--- src/rtl/rng_arbiter.sv ---
// rng_arbiter: round-robin shared 16-bit LFSR with masked rejection sampling per requester.
// Define RNG_STATS_EN to add saturating reject_cnt/grant_cnt outputs.
module rng_arbiter #(
  parameter int NUM_REQ = 4,
  parameter int LIM_W = 8,
  parameter int MAX_TRY = 8,
  parameter logic [15:0] SEED_RST = 16'hDA49
) (
  input  logic                     clk,
  input  logic                     rst,
  input  logic [NUM_REQ-1:0]       req,
  input  logic [NUM_REQ*LIM_W-1:0] req_limit,
  input  logic                     seed_valid,
  input  logic [15:0]              seed,
  output logic [NUM_REQ-1:0]       ack,
  output logic [LIM_W-1:0]         rand_out,
  output logic                     busy
`ifdef RNG_STATS_EN
  ,
  output logic [15:0]              reject_cnt,
  output logic [15:0]              grant_cnt
`endif
);
  localparam int PW = $clog2(NUM_REQ);
  localparam int TW = $clog2(MAX_TRY) + 1;
  typedef enum logic [1:0] {IDLE, DRAW, ACK} state_t;
  state_t state, state_nx;
  logic [15:0] lfsr;
  logic [PW-1:0] ptr, idx, gnt;
  logic [LIM_W-1:0] lim, mask, lim_in, mask_nx, cand;
  logic [TW-1:0] try_cnt;
  logic [2*NUM_REQ-1:0] rot;
  logic hit, accept, last;
  int off, sum;
  // Rotate requests so offset 0 is ptr; lowest set offset wins.
  always_comb begin
    rot = {req, req} >> ptr;
    off = 0;
    for (int i = NUM_REQ - 1; i >= 0; i--) off = rot[i] ? i : off;
    sum = int'(ptr) + off;
    gnt = PW'(sum >= NUM_REQ ? sum - NUM_REQ : sum);
    lim_in = req_limit[gnt*LIM_W +: LIM_W];
    mask_nx = lim_in - LIM_W'(1);
    for (int i = 1; i < LIM_W; i++) mask_nx = mask_nx | (mask_nx >> i);
  end
  always_comb begin
    cand = lfsr[LIM_W-1:0] & mask;
    hit = req[idx];
    accept = lim == '0 || cand < lim;
    last = try_cnt == TW'(MAX_TRY - 1);
    state_nx = state;
    state_nx = state == IDLE ? (|req ? DRAW : IDLE) :
               state == DRAW ? (!hit ? IDLE : (accept || last) ? ACK : DRAW) : IDLE;
    ack = state == ACK ? NUM_REQ'(1) << idx : '0;
    busy = state != IDLE;
  end
  always_ff @(posedge clk)
    if (rst) state <= IDLE;
    else state <= state_nx;
  always_ff @(posedge clk) begin
    if (rst) begin
      lfsr <= SEED_RST;
      ptr <= '0;
      idx <= '0;
      lim <= '0;
      mask <= '0;
      try_cnt <= '0;
      rand_out <= '0;
    end else begin
      lfsr <= seed_valid ? (seed == 16'h0 ? SEED_RST : seed) : {lfsr[14:0], lfsr[15] ^ lfsr[13]};
      if (state == IDLE && |req) begin
        idx <= gnt;
        lim <= lim_in;
        mask <= mask_nx;
        try_cnt <= '0;
      end
      // mask < 2*lim, so cand-lim is always in range on fallback.
      if (state == DRAW && hit) begin
        if (accept) rand_out <= cand;
        else if (last) rand_out <= cand - lim;
        else try_cnt <= try_cnt + TW'(1);
      end
      if (state == ACK) ptr <= PW'((int'(idx) + 1) % NUM_REQ);
    end
  end
`ifdef RNG_STATS_EN
  always_ff @(posedge clk)
    if (rst) begin
      reject_cnt <= '0;
      grant_cnt <= '0;
    end else begin
      if (state == DRAW && hit && !accept && reject_cnt != 16'hFFFF) reject_cnt <= reject_cnt + 16'd1;
      if (state == ACK && grant_cnt != 16'hFFFF) grant_cnt <= grant_cnt + 16'd1;
    end
`endif
endmodule

--- config.mk ---
export PLATFORM = sky130hd
export DESIGN_NAME = rng_arbiter
export DESIGN_NICKNAME = d
export VERILOG_FILES = /design/src/rtl/rng_arbiter.sv
export SDC_FILE = /design/constraint.sdc
export NUM_CORES = 1
export LEC_CHECK = 0
export BUFFER_PORTS_ARGS = -buffer_cell sky130_fd_sc_hd__buf_4
export CORE_MARGIN = 3
export CORE_UTILIZATION = 35
export CTS_CLUSTER_DIAMETER = 60
export DETAILED_ROUTE_END_ITERATION = 7
export HOLD_SLACK_MARGIN = 0.15
export PLACE_DENSITY_LB_ADDON = 0.15
export SETUP_SLACK_MARGIN = 0.15
export SYNTH_ARGS = -nofsm -noshare
export SYNTH_HDL_FRONTEND = slang
export SYNTH_SLANG_ARGS = --single-unit
--- constraint.sdc ---
create_clock -name clk -period 5.2 [get_ports clk]
set_input_delay 1.04 -clock clk [delete_from_list [all_inputs] [get_ports clk]]
set_output_delay 1.04 -clock clk [all_outputs]
set_load 0.1 [all_outputs]
## After elaboration in Yosys (flattened, before gate mapping)

Index checks and enable logic that the tools add are counted.

| operators by class | value |
|---|---|
| add/sub/neg operators | 6 |
| order comparisons | 3 |
| eq/ne operators | 3 |
| shift-type cells | 3 |
| muxes and demuxes | 21 |
| bitwise operators | 9 |
| reduce and logical (&&, ||, !) cells | 11 |

Operators with widths:

| operator | count |
|---|---|
| 2-to-1 mux 16 bit | 2 |
| variable part select 32 x 6 -> 8 bit | 1 |
| 2-to-1 mux 4 bit | 5 |
| 2-to-1 mux 2 bit | 9 |
| zero test 16 bit | 1 |
| 2-to-1 mux 8 bit | 2 |
| bitwise AND 8 bit | 1 |
| zero test 8 bit | 1 |
| < comparator 8 bit | 1 |
| bitwise OR 8 x 1 -> 8 bit | 1 |
| bitwise OR 8 x 2 -> 8 bit | 1 |
| bitwise OR 8 x 3 -> 8 bit | 1 |
| bitwise OR 8 x 4 -> 8 bit | 1 |
| bitwise OR 8 x 5 -> 8 bit | 1 |
| bitwise OR 8 x 6 -> 8 bit | 1 |
| bitwise OR 8 x 7 -> 8 bit | 1 |
| >> shifter 8 x 2 -> 4 bit | 1 |
| subtractor 8 x 1 -> 8 bit (second input constant) | 1 |
| subtractor 8 bit | 1 |
| adder 4 x 1 -> 4 bit (second input constant) | 1 |
| == test 4 x 3 -> 1 bit (second input constant) | 1 |
| nonzero test 2 bit | 2 |
| OR reduction 4 bit | 1 |
| << shifter 1 x 2 -> 4 bit (first input constant) | 1 |
| other kinds (14) | 17 |

| storage, ports and cells | value |
|---|---|
| register bits | 50 |
| input port bits | 55 |
| logic and storage cells | 64 |

## Depth between registers and ports, before layout

| logic depth | value |
|---|---|
| depth after elaboration | 17 |
| depth in mapped cells | 20 |

## Worst setup path after synthesis

OpenSTA, ideal clock, no wires.

| timing path | value |
|---|---|
| path type | input to register |
| start | in req[2] |
| end | reg mask[0] |
| setup time | 0.134 ns |
| arrival time | 4.975 ns |
| required time | 5.066 ns |
| path slack | 0.091 ns |
| stages | 20 |
| path buffers | 4 |
| path through | buf_2 -> nand2_1 -> nor2_1 -> a211oi_1 -> a31oi_1 -> a211o_1 -> ha_1 -> buf_2 -> buf_1 -> buf_1 -> mux4_2 -> inv_1 -> ha_1 -> nand3_1 -> nor3_1 -> or4_4 -> o221ai_2 -> a32oi_2 -> nor3_4 -> a311oi_1 |

| between the ends | value |
|---|---|
| longest elaborated chain between the ends | 17 |
| elaborated cells between the ends (all ways) | 20 |
| those cells by class | 3 x add/sub; 1 x order compare; 2 x shift; 5 x mux; 7 x bitwise; 2 x reduce/logical |

RTL lines:

| item | line | text |
|---|---|---|
| start: declaration | 11 | `input logic [NUM_REQ-1:0] req,` |
| >> shifter 8 x 2 -> 4 bit * | 37 | `rot = {req, req} >> ptr;` |
| 2-to-1 mux 2 bit (3 in a row) | 39 | `for (int i = NUM_REQ - 1; i >= 0; i--) off = rot[i] ? i : off;` |
| 2-to-1 mux 2 bit * | 39 |  |
| adder 2 x 2 -> 3 bit * | 40 | `sum = int'(ptr) + off;` |
| greater-or-equal comparator 3 bit or subtractor 2 x 1 -> 2 bit (tied branches) | 41 | `gnt = PW'(sum >= NUM_REQ ? sum - NUM_REQ : sum);` |
| 2-to-1 mux 2 bit * | 41 |  |
| net gnt[0] | 29 | `logic [PW-1:0] ptr, idx, gnt;` |
| variable part select 32 x 6 -> 8 bit * | 42 | `lim_in = req_limit[gnt*LIM_W +: LIM_W];` |
| net lim_in[0] | 30 | `logic [LIM_W-1:0] lim, mask, lim_in, mask_nx, cand;` |
| subtractor 8 x 1 -> 8 bit * | 43 | `mask_nx = lim_in - LIM_W'(1);` |
| bitwise OR 8 x 7 -> 8 bit * | 44 | `for (int i = 1; i < LIM_W; i++) mask_nx = mask_nx \| (mask_nx >> i);` |
| bitwise OR 8 x 6 -> 8 bit * | 44 |  |
| bitwise OR 8 x 5 -> 8 bit * | 44 |  |
| bitwise OR 8 x 4 -> 8 bit * | 44 |  |
| bitwise OR 8 x 3 -> 8 bit * | 44 |  |
| bitwise OR 8 x 2 -> 8 bit * | 44 |  |
| bitwise OR 8 x 1 -> 8 bit * | 44 |  |
| end signal: assignment | 74 | `mask <= mask_nx;` |
| end: declaration | 30 |  |

The timed path passes the listed nets; every way through them passes the cells marked *.
A chain may end at the register's enable or synchronous reset.

## Worst setup path in the final report

| timing path | value |
|---|---|
| start | in req[2] |
| end | reg mask[1] |

| between the ends | value |
|---|---|
| longest elaborated chain between the ends | 17 |
| elaborated cells between the ends (all ways) | 20 |
| those cells by class | 3 x add/sub; 1 x order compare; 2 x shift; 5 x mux; 7 x bitwise; 2 x reduce/logical |

RTL lines:

| item | line |
|---|---|
| >> shifter 8 x 2 -> 4 bit * | 37 |
| 2-to-1 mux 2 bit (3 in a row) | 39 |
| 2-to-1 mux 2 bit * | 39 |
| adder 2 x 2 -> 3 bit * | 40 |
| greater-or-equal comparator 3 bit or subtractor 2 x 1 -> 2 bit (tied branches) | 41 |
| 2-to-1 mux 2 bit * | 41 |
| variable part select 32 x 6 -> 8 bit * | 42 |
| net lim_in[0] | 30 |
| subtractor 8 x 1 -> 8 bit * | 43 |
| bitwise OR 8 x 7 -> 8 bit * | 44 |
| bitwise OR 8 x 6 -> 8 bit * | 44 |
| bitwise OR 8 x 5 -> 8 bit * | 44 |
| bitwise OR 8 x 4 -> 8 bit * | 44 |
| bitwise OR 8 x 3 -> 8 bit * | 44 |
| bitwise OR 8 x 2 -> 8 bit * | 44 |
| bitwise OR 8 x 1 -> 8 bit * | 44 |

Marked as above.

==> flow_metrics.py <==
metrics = {
    "worst_setup_path": {
        "slowest_delay_ns": 0.56,
        "crit_path_frequent_cell": "ha_1",
        "cp-end-kind": "flip-flop",
        "crit_chain": "buf_4 -> nand2_1 -> nor2_1 -> a211oi_1 -> a31oi_1 -> a211o_1 -> ha_1 -> xor2_1 -> xnor2_2 -> mux4_2 -> inv_1 -> ha_1 -> nand3_1 -> a21oi_1 -> or4_4 -> o221ai_2 -> a32oi_2 -> nor3_4 -> a311oi_1",
        "worstPathRequired_ns": 5.36,
        "reg2reg_from": "ptr[0]",
        "crit_fanout": 9,
        "critical_path_class": "primary input to flip-flop",
        "r2r_end": "mask[1]",
        "rrSetupSlack_ns": 0.88,
        "r2r_cells": 17,
        "critPathArrivalTime_ns": 4.75,
        "start_kind": "primary input",
        "crit_path_top_delay_cell": "or4_4",
    },
    "finish": {
        "multiInputGateArea_um2": 2230,
        "drive_gt1_share_pct": 23.2,
        "antenna_cells": 0,
        "fillers": 933,
        "synthToLayoutAreaGrowth_pct": 21.6,
        "regArea_um2": 1000,
        "layout.nets": 532,
    },
    "synth": {
        "synth.area.mux_share_pct": 13.7,
        "seq_area_frac_synth_pct": 29.6,
        "syn_area_per_cell_um2": 8.44,
        "synth_compound_area_share_pct": 16.7,
        "synthAdderAreaFrac_pct": 6.50,
        "ys_types": 58,
        "synth_edf_count": 0,
        "synth.cell_area_um2": 3390,
        "synth-xor-area-share_pct": 4.58,
        "synth_top_family_by_area": "simple AND/OR/NAND/NOR gates",
        "synth-simple-area-share_pct": 24.4,
        "ys_ff_latch": 50,
        "yosys_warnings": 0,
        "syn_nets": 473,
        "synthArstFlopShare_pct": 0,
        "synth_cells": 401,
        "yosys_most_used_dff": "dfxtp_1",
    },
    "die": {
        "fp.dieW_um": 104,
        "ios": 68,
        "initial_core_util_pct": 36.3,
        "die_area_um2": 10900,
        "core-area_um2": 9330,
        "fp-row-count": 35,
        "dieHeight_um": 104,
    },
    "routing": {
        "vias": 3024,
        "first_iter_violations": 131,
        "drcViolationCount": 0,
        "wl_met3_um": 289,
        "firstDrtPassIters": 4,
        "wl_met1_um": 4040,
        "wl_met2_um": 3810,
        "via_per_inst": 5.13,
        "routed.top_layer": "met4",
        "drtAntennaViolNets": 0,
        "wl_um": 8190,
        "avgRoutedWirePerCell_um": 13.9,
    },
    "clocking": {
        "clk_latency_ns": 0.30,
        "postCtsHoldBufs": 0,
        "cts_tree": "yes",
        "root_buffer": "clkbuf_8",
        "cts_setup_buffers": 0,
        "clkTransAtPathRegs_ns": 0.09,
        "cts_buffers": 5,
        "cts_buffer_depth": 2,
        "clock_sinks": 50,
        "post_cts_resized": 0,
        "htreeDepth": 2,
    },
    "run": {
        "cap_viol_max_count": 0,
    },
    "placed_design": {
        "dp_hpwl_um": 6530,
        "numPortBuffers": 67,
        "place.gp.congestion": 0.908,
        "preCtsSetupSlack_ns": 0.304,
    },
    "min_path": {
        "min_path_cells": 2,
        "hold_path.class": "flip-flop to flip-flop",
        "holdPathEnd": "mask[6]",
        "min_from": "mask[6]",
    },
    "timing": {
        "clock.fmax_mhz": 218,
        "fin_setup_tns_ns": 0,
        "finalMaxSlewViolations": 0,
        "whs_ns": 0.462,
        "tightest_slew_ns": 1.06,
        "setup_viol": 0,
        "hold_violations": 0,
        "min_period_over_period_pct": 88.4,
        "skew_ns": 0.0111,
        "timing.final.ws_setup_ns": 0.605,
        "finalCriticalPeriod_ns": 4.60,
        "rsz0062_at_grt": "false",
        "slew-limit-headroom_pct": 29.7,
    },
    "global_routing": {
        "gr-total-overflow": 0,
        "grt.total_usage_pct": 14.9,
        "antenna_found_initial": 0,
        "grt_pass1_wl_um": 13800,
        "grt_pass1_vias": 2841,
        "grt_max_degree": 51,
    },
    "power": {
        "power-per-cell-area_nw_per_um2": 359,
        "power.ir.vdd_worst_uv": 178,
        "power.total_mw": 1.48,
        "p_leak_nw": 1.71,
    },
    "run_status": {
        "status": "finished clean",
    },
}
## state kept, by name, summed over array words and instances (netlist names)
name and cells:
idx 2, state 2, ptr 2, try_cnt 4, rand_out 8, mask 8
lim 8, lfsr 16
## area by class of cell
| cell class | instances | share of cell area [%] |
|---|---|---|
| Clock inverter | 3 | 1.06 |
| Sequential cell | 50 | 24.3 |
| Multi-Input combinational cell | 313 | 54.2 |
| Clock buffer | 5 | 1.67 |
| Timing Repair Buffer | 73 | 13.3 |
| Inverter | 17 | 1.55 |
| Tap cell | 129 | 3.92 |
## cell families (layout without fill, tap and decap cells)
| family | count (synthesis) | count (layout) |
|---|---|---|
| simple gates | 160 | 160 |
| compound gates | 84 | 84 |
| flops | 50 | 50 |
| buf+inv | 38 | 98 |
| mux | 36 | 36 |
| fa+ha+maj | 17 | 17 |
| xor+xnor | 16 | 16 |
## worst max-delay path: cells and delay by family
| kind | cells | cell delay [ns] |
|---|---|---|
| buffers and inverters | 2 | 0.20 |
| multiplexers | 1 | 0.32 |
| AND/OR/NAND/NOR | 5 | 1.06 |
| adder cells (fa/ha/maj) | 2 | 0.48 |
| XOR/XNOR | 2 | 0.58 |
| AO/OA/AOI/OAI | 7 | 1.06 |
## stage by stage
| stage | instances | cell area, µm² | utilization [%] |
|---|---|---|---|
| after floorplan | 401 | 3390 | - |
| final | 590 | 4120 | 44.1 |
| after detailed placement | 582 | 4010 | 42.9 |
| after global placement | 582 | 4010 | 42.9 |
| after CTS | 590 | 4120 | 44.1 |
| after global routing | 590 | 4120 | 44.1 |
## per-layer routing
layer / vias to the layer above / track usage [%]
met2: 68 / 24.1
met3: 4 / 2.11
met4: 0 / 3.04
met5: - / 0
met1: 1381 / 21.3
li1: 1571 / -
## worst max-delay path by stage
stage	start	end	slack (ns)	cells after the start
6_report	req[2]	mask[1]	0.60	19
5_1_grt	req[2]	mask[0]	0.32	19
2_1_floorplan	req[2]	mask[0]	0.24	20
3_3_place_gp	req[2]	mask[0]	0.42	19
4_1_cts	req[2]	mask[1]	0.61	19
3_5_place_dp	req[2]	mask[1]	0.30	19
## report_power, final
group	switching (mW)	internal [mW]	leakage [nW]	total, mW
sequential	0.0394	0.439	0.414	0.478
combinational	0.436	0.293	1.24	0.728
clock	0.129	0.144	0.0585	0.273
total	0.604	0.876	1.71	1.48
## synth_stat cells (2+ instances only)
cell       n  area (µm²)
mux2_2     4        45.0
ha_1      16         200
xor2_1     7        61.3
nor3_1    16        80.1
mux2i_1   24         240
o31ai_1    3        22.5
o21a_1     2        15.0
mux4_2     8         180
buf_2      5        25.0
nor2b_1    7        43.8
nand2_1   34         128
or3_1      4        25.0
inv_1     17        63.8
o211ai_1   4        30.0
a31oi_1    2        12.5
clkbuf_1  11        41.3
xnor2_2    2        32.5
nand2b_1  11        68.8
nor4_1     7        43.8
dfxtp_1   50        1000
a21o_1     7        52.6
nand3_1   12        60.1
nand4b_1   2        17.5
a311oi_1   2        17.5
o21ai_0    5        25.0
and2_1    11        68.8
a211oi_1  13        97.6
nor2_1    40         150
buf_1      3        11.3
o22ai_1    8        50.1
or2_2      3        18.8
xnor2_1    7        61.3
a21oi_1   29         145
## placed cells by master (no fill, tap or decap), drive strengths merged, types with 13 or more instances in the layout
cell / count
buf: 73
dfxtp: 50
nor2: 41
nand2: 34
a21oi: 30
mux2i: 24
inv: 18
nor3: 17
ha: 16
a211oi: 13
Note: power is estimated with default switching activity, not from simulation.
